`src/rtl/code_sequencer_3b_if.sv`:
```
// rtl/code_sequencer_3b_if.sv - control and code bus between a sweep requester and code_sequencer_3b
interface code_sequencer_3b_if #(
    parameter int WIDTH   = 3,
    parameter int DWELL_W = 8
);
    logic               start;
    logic               stop;
    logic               dir;
    logic [DWELL_W-1:0] dwell;
    logic [WIDTH-1:0]   code_o;
    logic               code_valid;
    logic               busy;
    logic               done;

    // Requester side: issues sweep requests, observes the generated code
    modport master (
        output start, stop, dir, dwell,
        input  code_o, code_valid, busy, done
    );

    // Sequencer side
    modport slave (
        input  start, stop, dir, dwell,
        output code_o, code_valid, busy, done
    );
endinterface

```
`src/rtl/code_sequencer_3b.sv`:
```
// rtl/code_sequencer_3b.sv - code sweep source with per-code dwell; optional wrap mode under SEQ_LOOP_EN
module code_sequencer_3b #(
    parameter int WIDTH   = 3,
    parameter int DWELL_W = 8
) (
    input  logic                 clk,
    input  logic                 rst_n,
    code_sequencer_3b_if.slave   bus
);
    typedef enum logic [1:0] {
        IDLE = 2'd0,
        RUN  = 2'd1,
        DONE = 2'd2
    } state_t;

    localparam logic [WIDTH-1:0]   CODE_MAX = {WIDTH{1'b1}};
    localparam logic [WIDTH-1:0]   CODE_MIN = '0;
    localparam logic [DWELL_W-1:0] ONE_D    = DWELL_W'(1);

    state_t             state;
    logic [WIDTH-1:0]   code_q;
    logic               valid_q;
    logic               busy_q;
    logic               done_q;
    logic [DWELL_W-1:0] cnt_q;
    logic [DWELL_W-1:0] dwell_l;
    logic               dir_l;

    logic [DWELL_W-1:0] dwell_eff;
    logic [WIDTH-1:0]   end_code;
    logic [WIDTH-1:0]   start_code;
    logic [WIDTH-1:0]   next_code;

    // A zero dwell would never let a code be seen, so it is promoted to one cycle
    always_comb begin
        dwell_eff  = (bus.dwell == '0) ? ONE_D : bus.dwell;
        end_code   = dir_l ? CODE_MIN : CODE_MAX;
        start_code = dir_l ? CODE_MAX : CODE_MIN;
        next_code  = dir_l ? (code_q - WIDTH'(1)) : (code_q + WIDTH'(1));
    end

    // Sweep state machine; every output comes straight from a register
    always_ff @(posedge clk or negedge rst_n) begin
        if (!rst_n) begin
            state   <= IDLE;
            code_q  <= '0;
            valid_q <= 1'b0;
            busy_q  <= 1'b0;
            done_q  <= 1'b0;
            cnt_q   <= '0;
            dwell_l <= '0;
            dir_l   <= 1'b0;
        end else begin
            case (state)
                IDLE: begin
                    done_q <= 1'b0;
                    // stop has priority so a simultaneous abort never launches a sweep
                    if (bus.start && !bus.stop) begin
                        dir_l   <= bus.dir;
                        dwell_l <= dwell_eff;
                        code_q  <= bus.dir ? CODE_MAX : CODE_MIN;
                        cnt_q   <= dwell_eff - ONE_D;
                        valid_q <= 1'b1;
                        busy_q  <= 1'b1;
                        state   <= RUN;
                    end
                end
                RUN: begin
                    done_q <= 1'b0;
                    if (bus.stop) begin
                        // Abort: code_o freezes where it was, no completion pulse
                        valid_q <= 1'b0;
                        busy_q  <= 1'b0;
                        state   <= IDLE;
                    end else if (cnt_q != '0) begin
                        cnt_q <= cnt_q - ONE_D;
                    end else if (code_q == end_code) begin
`ifdef SEQ_LOOP_EN
                        code_q <= start_code;
                        cnt_q  <= dwell_l - ONE_D;
                        done_q <= 1'b1;
`else
                        valid_q <= 1'b0;
                        busy_q  <= 1'b0;
                        done_q  <= 1'b1;
                        state   <= DONE;
`endif
                    end else begin
                        code_q <= next_code;
                        cnt_q  <= dwell_l - ONE_D;
                    end
                end
                DONE: begin
                    // One-cycle completion pulse; a new sweep must be requested from IDLE
                    done_q <= 1'b0;
                    state  <= IDLE;
                end
                default: begin
                    valid_q <= 1'b0;
                    busy_q  <= 1'b0;
                    done_q  <= 1'b0;
                    state   <= IDLE;
                end
            endcase
        end
    end

    assign bus.code_o     = code_q;
    assign bus.code_valid = valid_q;
    assign bus.busy       = busy_q;
    assign bus.done       = done_q;

    logic unused_start_code;
    assign unused_start_code = ^start_code;
endmodule

```
`src/flat_wrapper.sv`:
```
// flat-port wrapper written by rule: the top's interface ports become plain ports
module code_sequencer_3b_flat 
#(
    parameter int WIDTH   = 3,
    parameter int DWELL_W = 8
)
  (clk, rst_n, bus_start, bus_stop, bus_dir, bus_dwell, bus_code_o, bus_code_valid, bus_busy, bus_done);
  code_sequencer_3b_if #(.WIDTH(WIDTH), .DWELL_W(DWELL_W)) bus_i ();
  input  logic clk;
  input  logic rst_n;
  input wire logic [$bits(bus_i.start)-1:0] bus_start;
  input wire logic [$bits(bus_i.stop)-1:0] bus_stop;
  input wire logic [$bits(bus_i.dir)-1:0] bus_dir;
  input wire logic [$bits(bus_i.dwell)-1:0] bus_dwell;
  output wire logic [$bits(bus_i.code_o)-1:0] bus_code_o;
  output wire logic [$bits(bus_i.code_valid)-1:0] bus_code_valid;
  output wire logic [$bits(bus_i.busy)-1:0] bus_busy;
  output wire logic [$bits(bus_i.done)-1:0] bus_done;
  assign bus_i.start = bus_start;
  assign bus_i.stop = bus_stop;
  assign bus_i.dir = bus_dir;
  assign bus_i.dwell = bus_dwell;
  assign bus_code_o = bus_i.code_o;
  assign bus_code_valid = bus_i.code_valid;
  assign bus_busy = bus_i.busy;
  assign bus_done = bus_i.done;
  code_sequencer_3b #(.WIDTH(WIDTH), .DWELL_W(DWELL_W)) u_core (.clk(clk), .rst_n(rst_n), .bus(bus_i));
endmodule
```
`config.mk`:
```
export PLATFORM = sky130hd
export DESIGN_NAME = code_sequencer_3b_flat
export DESIGN_NICKNAME = d
export VERILOG_FILES = /design/src/rtl/code_sequencer_3b_if.sv /design/src/rtl/code_sequencer_3b.sv /design/src/flat_wrapper.sv
export SDC_FILE = /design/constraint.sdc
export NUM_CORES = 1
export LEC_CHECK = 0
export ABC_CLOCK_PERIOD_IN_PS = 6360
export CAP_MARGIN = 20
export CORE_UTILIZATION = 45
export CTS_CLUSTER_DIAMETER = 60
export DETAILED_ROUTE_END_ITERATION = 10
export GPL_ROUTABILITY_DRIVEN = 0
export PLACE_DENSITY = 0.63
export SLEW_MARGIN = 5
export SYNTH_ARGS = -nofsm -noshare
export SYNTH_HDL_FRONTEND = slang
export SYNTH_SLANG_ARGS = --single-unit
export TNS_END_PERCENT = 1
```
`constraint.sdc`:
```
create_clock -name clk -period 6.36 [get_ports clk]
set_clock_uncertainty 0.05 [all_clocks]
set_input_delay 0.954 -clock clk [delete_from_list [all_inputs] [get_ports clk]]
set_output_delay 0.954 -clock clk [all_outputs]
set_load 0.02 [all_outputs]
```
==> key figures, run 1 <==
Run status
  – Status: finished, final reports clean

Die
  – Starting density of the core: 48.09%
  – IO Count: 19
  – Total die area: 0.003522 mm²
  – DIE WIDTH: 59.35 µm
  – Row count: 20
  – Core ar.: 0.003078 mm²
  – Die Y: around 60 µm

Drt
  – DRC viols: 0
  – DRT Pass-1 Iters: 4
  – Routed vias/inst: 5.897
  – Wire per inst: 15.57 µm
  – Via count: 1,262
  – Initial DRC Count: between 80 and 90
  – Total wire length: approximately 3.3 mm
  – Antenna Nets Post-Route: 0

Placed design
  – Setup WS pre-CTS: 3.077 ns
  – Cells after DPL: 210
  – Post-DP HPWL: 2.377 mm
  – IO buf count: 18

Synthesis
  – Synth async-reset ratio: 100.0%
  – Post-synthesis sequential area ratio: about two fifths
  – Synthesized instance count: 155
  – Avg Inst Size Synth: about 9.5 µm²
  – Most used DFF post-synth: dfrtp_1
  – Synth Register Bits: 24
  – Syn nets: 171
  – Yosys cell types: 45
  – Post-synth top area cell: dfrtp_1
  – Number of enable flip-flop cells after synthesis: 0
  – Warnings from Yosys: 0
  – Yosys top cell area share: 40.57%
  – Largest cells by area after synthesis: dfrtp_1, mux2_2, nor2_1
  – Post-Syn Area: 0.001480 mm²

Layout
  – Fillers: about 280
  – Non-filler cells, final: roughly 210
  – P&R area growth vs syn: 16.99%
  – Share of layout cells above drive strength 1: 13.53%
  – Layout Nets: about 190
  – Antenna cells: 0

STA
  – Headroom to the max-slew limit: 31.97%
  – RSZ-0062 raised after global routing: false
  – Fmax: 0.3353 GHz
  – Setup TNS: 0 ns
  – Min cycle time layout: 2.982 ns
  – Final setup viols: 0
  – Tcrit/Tclk final: 46.89%
  – Slew Limit Fails: 0
  – Worst-Margin Slew: 1.017 ns
  – Final hold vios: 0
  – Min setup slack post-route: 3.378 ns

Global routing
  – Largest net degree at the start of global routing: 25
  – GRT Util Overall: 20.62%
  – GRT overflow: 0
  – Vias in the first global route: between 1,000 and 1,500
  – Global-route wire length before repair: 5.402 mm
  – Grt met3 use: 2.838%
  – M2 GR Usage: 33.23%
  – Grt met1 use: between 20% and 30%
  – Antenna violations before repair: 0
  – GR peak layer: met2

Clocking
  – Cts bufs inserted: 3
  – Clk_lat worst skew: 0.31 ns
  – CTS tree: built
  – Clock Pin Slew Worst Setup and Hold Paths: 0.13 ns
  – Root buffer cell: clkbuf_4
  – Post-CTS setup buffer count: 0
  – Longest Clk Path Bufs: 2
  – # hold bufs at CTS: 0
  – Clock Sinks: 24
  – Cts repair resizes: 0
  – CTS H-tree lvls: 1

Setup path
  – Crit path kind: in -> reg
  – Critical Path Fanout Max: 5
  – Slowest cell delay on critical path: 0.55 ns
  – CP startpoint kind: input pin
  – Critical Path End Type: flop
  – Reg-to-Reg Start: u_core.state[1]
  – Bufs and invs on worst path: 1
  – Worst-path cell with the longest stage delay: clkdlybuf4s50_1
  – R2R setup slack: 3.68 ns
  – Critical-path cell list: clkdlybuf4s50_1 -> nor2_1 -> a311oi_1 -> or2_2 -> ha_1 -> o21ai_0 -> or4_1 -> nand3_1
  – Worst EP arrival: 3.19 ns
  – Critical Path RT: 6.57 ns
  – Crit path max-delay family: simple AND/OR/NAND/NOR gates
  – Worst setup path start: bus_dwell[2]

Power
  – VDD IR max: between 0.1 and 0.15 mV
  – Seq pwr share: 48.8%
  – Part of the power in the clock network: 14.5%
  – Sw Share: between 30 and 40%
  – Int Pwr: 0.2877 mW
  – Comb power frac: 36.6%
  – Lkg Pwr: 0.7025 nW
  – Sw power: 0.1740 mW
  – Pwr dens: around 270 mW/mm²

Min path
  – Min-delay src: u_core.state[0]
  – Hold/Removal Path Class: reg -> reg

Run
  – Max-cap violation count: 0
sequential cells by signal, summed over array words and instances, names as in the netlist:
register,flops
u_core.dwell_l,8
u_core.state,2
u_core.bus.code_o,3
u_core.bus.done,1
u_core.cnt_q,8
u_core.bus.code_valid,1
u_core.dir_l,1
through the flow:
| step | utilization [%] | total power, mW | hold WS, ns | area (µm²) |
|---|---|---|---|---|
| 2_1_floorplan | - | 0.3369 | 0.4305 | 1480 |
| 3_3_place_gp | 54.63 | 0.3904 | 0.4585 | 1682 |
| 3_5_place_dp | 54.63 | 0.3936 | 0.4625 | 1682 |
| 4_1_cts | 55.37 | 0.4610 | 0.4801 | 1704 |
| 5_1_grt | 56.26 | 0.4949 | 0.5190 | 1732 |
| 6_report | 56.26 | 0.4616 | 0.4786 | 1732 |
Yosys cell counts, drive strengths merged (2+ instances only):
cell type	number
a21oi	5
a221oi	2
a311oi	3
a31oi	8
buf	4
clkbuf	3
dfrtp	24
ha	2
inv	5
mux2	10
nand2	15
nor2	21
nor3	6
nor4	4
o211ai	4
o21ai	12
o22a	2
o2bb2ai	2
or2	2
or4	3
xnor2	2
layer usage:
metal  vias to the layer above  share of wire (%)
met5                         -                  0
met2                        42                 47
li1                        604                  -
met3                         5                7.0
met4                         0                1.3
met1                       611                 45
power by group through the flow:
stage          combinational (mW)  clock [mW]  sequential [mW]
4_1_cts                     0.167      0.0699            0.224
6_report                    0.169      0.0672            0.225
3_3_place_gp                0.164           0            0.226
3_5_place_dp                0.167           0            0.227
2_1_floorplan               0.112           0            0.225
5_1_grt                     0.188      0.0758            0.231
area by class of cell:
type,count,area (µm²),area share [%]
clock buffer,3,22.52,1.301
inverter,5,18.77,1.084
multi-input combinational,119,827.0,47.76
sequential,24,600.6,34.68
timing repair buffer,19,207.7,11.99
tap,44,55.05,3.179
cell usage in the layout (no fill, tap or decap), drive strengths merged, types with 2 or more instances in the layout:
cell type and count:
dfrtp 24, or2 2, inv 5, clkdlybuf4s50 18
or4 3, nor4 4, xnor2 2, o22a 2
a21oi 5, a311oi 3, ha 2, nand2 15
o2bb2ai 2, a221oi 2, a31oi 8, clkbuf 3
o211ai 4, o21ai 12, nor2 21, nor3 6
mux2 10
kinds of logic after synthesis:
kind of cell | after synthesis | synth area share [%]
simple gates | 60 | 22.23
compound gates | 43 | 20.88
flops | 24 | 40.58
buf+inv | 12 | 3.550
mux | 11 | 8.538
fa+ha+maj | 3 | 3.043
xor+xnor | 2 | 1.184
worst paths after layout:
| check | endpoint | cells after the start |
|---|---|---|
| setup / recovery | u_core.cnt_q[4] | 8 |
| setup reg to reg | u_core.cnt_q[4] | 7 |
| hold / removal | u_core.bus.code_valid | 1 |
| hold reg to reg | u_core.bus.code_valid | 1 |
| min in group asynchronous | u_core.dir_l | 1 |
| max in group asynchronous | u_core.cnt_q[4] | 2 |
(Power assumes the default switching activity.)
==> run 2, diff against run 1 <==
--- a/config.mk
+++ b/config.mk
@@ -5,13 +5,13 @@
 export SDC_FILE = /design/constraint.sdc
 export NUM_CORES = 1
 export LEC_CHECK = 0
-export ABC_CLOCK_PERIOD_IN_PS = 6360
+export ABC_CLOCK_PERIOD_IN_PS = 2430
 export CAP_MARGIN = 20
 export CORE_UTILIZATION = 45
 export CTS_CLUSTER_DIAMETER = 60
 export DETAILED_ROUTE_END_ITERATION = 10
 export GPL_ROUTABILITY_DRIVEN = 0
-export PLACE_DENSITY = 0.63
+export PLACE_DENSITY = 0.66
 export SLEW_MARGIN = 5
 export SYNTH_ARGS = -nofsm -noshare
 export SYNTH_HDL_FRONTEND = slang
==> constraint.sdc (replaced) <==
create_clock -name clk -period 2.43 [get_ports clk]
set_clock_uncertainty 0.05 [all_clocks]
set_input_delay 0.3645 -clock clk [delete_from_list [all_inputs] [get_ports clk]]
set_output_delay 0.3645 -clock clk [all_outputs]
set_load 0.02 [all_outputs]
==> key figures, run 2 (synthesis results as in run 1) <==
STA
  – Final setup viols: 0 (unchanged)
  – Headroom to the max-slew limit: 59.14% (+27 points)
  – RSZ-0062 raised after global routing: false
  – Tcrit/Tclk final: approximately 94%
  – Slew Limit Fails: 0 (unchanged)
  – Worst-Margin Slew: 0.6079 ns (-0.4088 ns)
  – Setup TNS: 0 ns (unchanged)
  – Fmax: 0.4395 GHz
  – Final hold vios: 0 (unchanged)
  – Min cycle time layout: 2.276 ns

Clocking
  – Clk_lat worst skew: 0.33 ns (+0.02 ns)
  – CTS tree: built
  – Clock Pin Slew Worst Setup and Hold Paths: 0.16 ns (+0.03 ns)
  – Longest Clk Path Bufs: 2 (unchanged)
  – Clock Sinks: 24 (unchanged)
  – Root buffer cell: clkbuf_4
  – CTS H-tree lvls: 1 (unchanged)
  – Cts bufs inserted: 3 (unchanged)

Setup path
  – CP startpoint kind: flop
  – Critical Path RT: 2.64 ns (-3.93 ns)
  – Reg2Reg Depth: 7 (unchanged)
  – Slowest cell delay on critical path: 0.50 ns (-0.05 ns)
  – Critical Path End Type: flop
  – Worst EP arrival: 2.49 ns (-0.70 ns)
  – Number of cells on the critical path: 7 (-1)
  – Crit path max-delay family: simple AND/OR/NAND/NOR gates
  – Critical Path Fanout Max: 4 (-1)
  – Worst-path cell with the longest stage delay: or4_1
  – Bufs and invs on worst path: 0 (-1)
  – Crit path kind: reg -> reg
  – Critical-path cell list: nand2b_1 -> a311oi_1 -> or2_2 -> ha_2 -> o21ai_1 -> or4_1 -> nand3_1

Power
  – Part of the power in the clock network: 17.2% (+2.7 points)
  – Comb power frac: 38.3% (+1.7 points)
  – Pwr dens: 695.7 mW/mm² (+160%)
  – Seq pwr share: 44.5% (-4.3 points)
  – Lkg Pwr: 0.7945 nW (+13%)
  – VDD IR max: 0.4712 mV (+360%)
  – Sw power: 0.4845 mW (+180%)
  – Sw Share: 37.16% (-0.53 points)
  – Int Pwr: 0.8194 mW (+180%)

Layout
  – Area of the multi-input gates: 840.8 µm² (+1.7%)
  – Most common cell after layout, fill and taps aside: dfrtp_1
  – Fin area: 0.001874 mm² (+8.2%)
  – P&R area growth vs syn: 26.63%
  – Antenna cells: 0 (unchanged)
  – Fillers: 273 (-3.5%)
  – Layout Nets: 206 (+9.6%)
  – Share of layout cells above drive strength 1: 23.28% (+9.8 points)
  – Final core occ: 60.89% (+4.6 points)
  – Register area: 600.6 µm² (unchanged)
  – Commonest non-fill, non-tap cells in the layout: dfrtp_1, nor2_1, buf_4, clkdlybuf4s50_1, nand2_1

Drt
  – DRT Pass-1 Iters: 4 (unchanged)
  – Routed vias/inst: 5.790 (-1.8%)
  – Via count: 1,349 (+6.9%)
  – DRC viols: 0 (unchanged)
  – Wire per inst: 15.84 µm (+1.7%)
  – Antenna Nets Post-Route: 0 (unchanged)
  – Initial DRC Count: 67 (-18%)
  – Total wire length: 3.691 mm (+11%)

Die
  – Starting density of the core: 48.09% (unchanged)
  – Total die area: 0.003522 mm² (unchanged)
  – Row count: 20 (unchanged)
  – IO Count: 19 (unchanged)
  – Core ar.: 0.003078 mm² (unchanged)
  – DIE WIDTH: 59.35 µm (unchanged)
  – Die Y: 59.35 µm (unchanged)

Global routing
  – M2 GR Usage: 38.68% (+5.5 points)
  – Grt met3 use: 3.493% (+0.66 points)
  – GRT Util Overall: 24.80% (+4.2 points)
  – GR peak layer: met2
  – Largest net degree at the start of global routing: 25 (unchanged)
  – Antenna violations before repair: 0 (unchanged)
  – Vias in the first global route: 1,335 (+13%)
  – Grt met1 use: 34.69% (+7.2 points)
  – GRT overflow: 0 (unchanged)
  – Global-route wire length before repair: 6.327 mm (+17%)

Placed design
  – Post-DP HPWL: 2.731 mm (+15%)
  – IO buf count: 18 (unchanged)
  – Placed cell area: 0.001817 mm² (+8.0%)

Run
  – Max-cap violation count: 0 (unchanged)

Run status
  – Status: finished, final reports clean

Min path
  – Hold/Removal Path Class: in -> async
## run 2: timing repair
item,CTS,global route
resized for setup,0,4
hold buffers,0,0
endpoints found under the setup margin,0,3
setup buffers,0,1
## run 2: cell type report
| cell class | instances | share of cell area [%] |
|---|---|---|
| Multi-Input combinational cell | 119 | 44.86 |
| Inverter | 5 | 1.001 |
| Tap cell | 44 | 2.937 |
| Timing Repair Buffer | 37 | 17.22 |
| Sequential cell | 24 | 32.04 |
| Clock buffer | 4 | 1.936 |
## run 2: power groups by stage
stage	Clock [mW]	Sequential [mW]	Combinational, mW
2_1_floorplan	0	0.588	0.294
3_3_place_gp	0	0.582	0.478
3_5_place_dp	0	0.586	0.489
4_1_cts	0.226	0.580	0.493
5_1_grt	0.247	0.595	0.553
6_report	0.224	0.581	0.499
## run 2: metal layers
layer  vias to the layer above  wire [µm]
met2                        38       1754
met4                         0         58
met5                         -          0
met1                       661       1635
met3                         6        242
li1                        644          -
## run 2: final timing paths
check                                   from           endpoint  slack [ns]
min                                    rst_n  u_core.dwell_l[7]        0.31
max in group asynchronous              rst_n    u_core.cnt_q[1]        1.76
max reg2reg                  u_core.state[1]    u_core.cnt_q[4]        0.15
min in group clk           u_core.dwell_l[6]  u_core.dwell_l[6]        0.49
max                          u_core.state[1]    u_core.cnt_q[4]        0.15
min reg2reg                u_core.dwell_l[6]  u_core.dwell_l[6]        0.49
## run 2: through the flow
step | instances | total power [mW] | hold slack [ns] | worst slack, ns
after floorplan | 155 | 0.8819 | 0.01891 | 0.08980
after detailed placement | 228 | 1.075 | 0.4609 | -0.1363
after global routing | 233 | 1.394 | 0.3457 | 0.008109
after CTS | 232 | 1.298 | 0.3313 | 0.09225
final | 233 | 1.304 | 0.3095 | 0.1544
after global placement | 228 | 1.060 | 0.4487 | -0.07154
==> run 3, diff against run 2 <==
--- a/config.mk
+++ b/config.mk
@@ -7,13 +7,16 @@
 export LEC_CHECK = 0
 export ABC_CLOCK_PERIOD_IN_PS = 2430
 export CAP_MARGIN = 20
-export CORE_UTILIZATION = 45
+export CELL_PAD_IN_SITES_DETAIL_PLACEMENT = 1
+export CELL_PAD_IN_SITES_GLOBAL_PLACEMENT = 2
+export CORE_UTILIZATION = 31
 export CTS_CLUSTER_DIAMETER = 60
 export DETAILED_ROUTE_END_ITERATION = 10
 export GPL_ROUTABILITY_DRIVEN = 0
-export PLACE_DENSITY = 0.66
+export PLACE_DENSITY = 0.71
+export SETUP_SLACK_MARGIN = 0.02
 export SLEW_MARGIN = 5
 export SYNTH_ARGS = -nofsm -noshare
 export SYNTH_HDL_FRONTEND = slang
 export SYNTH_SLANG_ARGS = --single-unit
-export TNS_END_PERCENT = 1
+export TNS_END_PERCENT = 20
==> key figures, run 3 (synthesis results as in run 1) <==
Run status
  – Status: finished, violations left
  – Failing checks: DRC

Layout
  – Layout Nets: 216 (+4.9%)
  – Antenna cells: 0 (unchanged)
  – P&R area growth vs syn: 35.08%
  – Commonest non-fill, non-tap cells in the layout: buf_4, dfrtp_1, nor2_1, clkdlybuf4s50_1, nand2_1
  – Most common cell after layout, fill and taps aside: buf_4
  – Final core occ: 44.69% (-16 points)
  – Share of layout cells above drive strength 1: 27.64% (+4.4 points)

Die
  – Die Y: 71.10 µm (+20%)
  – Starting density of the core: 33.08% (-15 points)
  – IO Count: 19 (unchanged)
  – Row count: 24 (+20%)
  – Core ar.: 0.004474 mm² (+45%)
  – DIE WIDTH: 71.10 µm (+20%)
  – Total die area: 0.005055 mm² (+44%)

Global routing
  – Global-route wire length before repair: 7.500 mm (+19%)
  – GRT overflow: 0 (unchanged)
  – GRT Util Overall: 19.01% (-5.8 points)
  – Largest net degree at the start of global routing: 25 (unchanged)
  – Antenna violations before repair: 0 (unchanged)
  – Vias in the first global route: 1,522 (+14%)

Power
  – Seq pwr share: 39.1% (-5.4 points)
  – Sw power: 0.5140 mW (+6.1%)
  – Lkg Pwr: 0.8565 nW (+7.8%)
  – Pwr dens: 745.9 mW/mm² (+7.2%)
  – VDD IR max: 0.3667 mV (-22%)
  – Part of the power in the clock network: 24.2% (+7.0 points)
  – Comb power frac: 36.7% (-1.6 points)
  – Sw Share: 34.46% (-2.7 points)
  – Int Pwr: 0.9774 mW (+19%)

Placed design
  – IO buf count: 18 (unchanged)
  – Post-DP HPWL: 3.420 mm (+25%)

STA
  – Worst-Margin Slew: 0.4861 ns (-0.1218 ns)
  – Final setup viols: 0 (unchanged)
  – Slew Limit Fails: 0 (unchanged)
  – Min cycle time layout: 2.312 ns (+0.03663 ns)
  – Setup TNS: 0 ns (unchanged)
  – Final hold vios: 0 (unchanged)
  – Fmax: 0.4325 GHz (-1.6%)
  – Headroom to the max-slew limit: 67.35% (+8.2 points)
  – Tcrit/Tclk final: 95.15% (+1.5 points)

Setup path
  – Critical Path End Type: flop
  – Critical Path Fanout Max: 12 (+8)
  – Critical Path RT: 2.56 ns (-0.08 ns)
  – Worst EP arrival: 2.44 ns (-0.05 ns)
  – Crit path kind: reg -> reg
  – CP startpoint kind: flop

Run
  – Max-cap violation count: 0 (unchanged)

Drt
  – Wire per inst: 17.61 µm (+11%)
  – Via count: 1,345 (-0.30%)
  – Initial DRC Count: 59 (-12%)
  – Total wire length: 4.420 mm (+20%)
  – Routed vias/inst: 5.359 (-7.4%)
  – Antenna Nets Post-Route: 0 (unchanged)
  – DRT Pass-1 Iters: 7 (+3)
  – DRC viols: 1 (+1)

Clocking
  – Root buffer cell: clkbuf_8
  – CTS tree: built
  – # hold bufs at CTS: 0 (unchanged)
  – CTS H-tree lvls: 1 (unchanged)
  – Clock Sinks: 24 (unchanged)
  – Clock Pin Slew Worst Setup and Hold Paths: 0.09 ns (-0.07 ns)
  – Cts bufs inserted: 3 (unchanged)
  – Clk_lat worst skew: 0.27 ns (-0.06 ns)
  – Longest Clk Path Bufs: 2 (unchanged)

Min path
  – Hold/Removal Path Class: in -> async
## run 3: cell count changes in the layout (fill, tap and decap cells not counted)
cell and change:
buf_4 +10, bufinv_16 +1, clkbuf_4 -3, clkbuf_8 +2
inv_2 -1, inv_4 +1, nand2b_1 -1, nand2b_2 +1
o21ai_0 +1, o21ai_1 -1
## run 3: area by class of cell
class                      instances  area (µm²)
timing repair buffer              47       397.9
clock buffer                       3       41.29
sequential                        24       600.6
clock inverter                     1       30.03
tap                               52       65.06
multi-input combinational        119       843.3
inverter                           5       21.27
fill                             508        2475
## run 3: power by group through the flow
stage          sequential, mW  clock, mW  combinational [mW]
3_3_place_gp            0.585          0               0.529
5_1_grt                 0.600      0.389               0.606
3_5_place_dp            0.590          0               0.543
2_1_floorplan           0.588          0               0.294
6_report                0.584      0.360               0.547
4_1_cts                 0.584      0.372               0.545
## run 3: path summary, 6_finish.rpt
check | slack [ns] | cells past startpoint | to | startpoint
setup reg to reg | 0.12 | 7 | u_core.cnt_q[2] | u_core.cnt_q[6]
min in group clk | 0.48 | 1 | u_core.dwell_l[6] | u_core.dwell_l[6]
setup / recovery | 0.12 | 7 | u_core.cnt_q[2] | u_core.cnt_q[6]
hold reg to reg | 0.48 | 1 | u_core.dwell_l[6] | u_core.dwell_l[6]
hold / removal | 0.40 | 2 | u_core.cnt_q[4] | rst_n
max in group asynchronous | 1.67 | 2 | u_core.cnt_q[7] | rst_n
## run 3: what timing repair did
item / 4_1_cts / 5_1_grt
hold endpoints to repair: 0 / 0
setup endpoints to repair: 0 / 4
gates resized for setup: 0 / 5
setup buffers: 0 / 2
## run 3: stage by stage
stage / hold slack (ns) / worst slack, ns / total power, mW / cells / area (µm²)
finish: 0.4039 / 0.1178 / 1.491 / 251 / 1999
global route: 0.4285 / -0.01746 / 1.596 / 251 / 1999
CTS: 0.4153 / 0.05188 / 1.501 / 249 / 1966
detailed placement: 0.4541 / -0.1294 / 1.133 / 245 / 1894
global placement: 0.4465 / -0.009213 / 1.114 / 245 / 1894
floorplan: 0.01891 / 0.08980 / 0.8819 / 155 / 1480
## run 3: metal layers
layer | track usage [%] | up-vias | part of all wire [%]
li1 | - | 658 | -
met1 | 23.35 | 670 | 44
met2 | 35.04 | 15 | 53
met4 | 2.444 | 0 | 0.45
met5 | 0 | - | 0
met3 | 3.989 | 2 | 2.5
## run 3: worst max-delay path, stage by stage, from the launching register on
cell      delay [ns]
dfrtp_1         0.46
nor4_4          0.46
buf_4           0.20
nand4b_4        0.16
o21bai_4        0.28
inv_4           0.12
a22o_1          0.23
a221oi_2        0.26
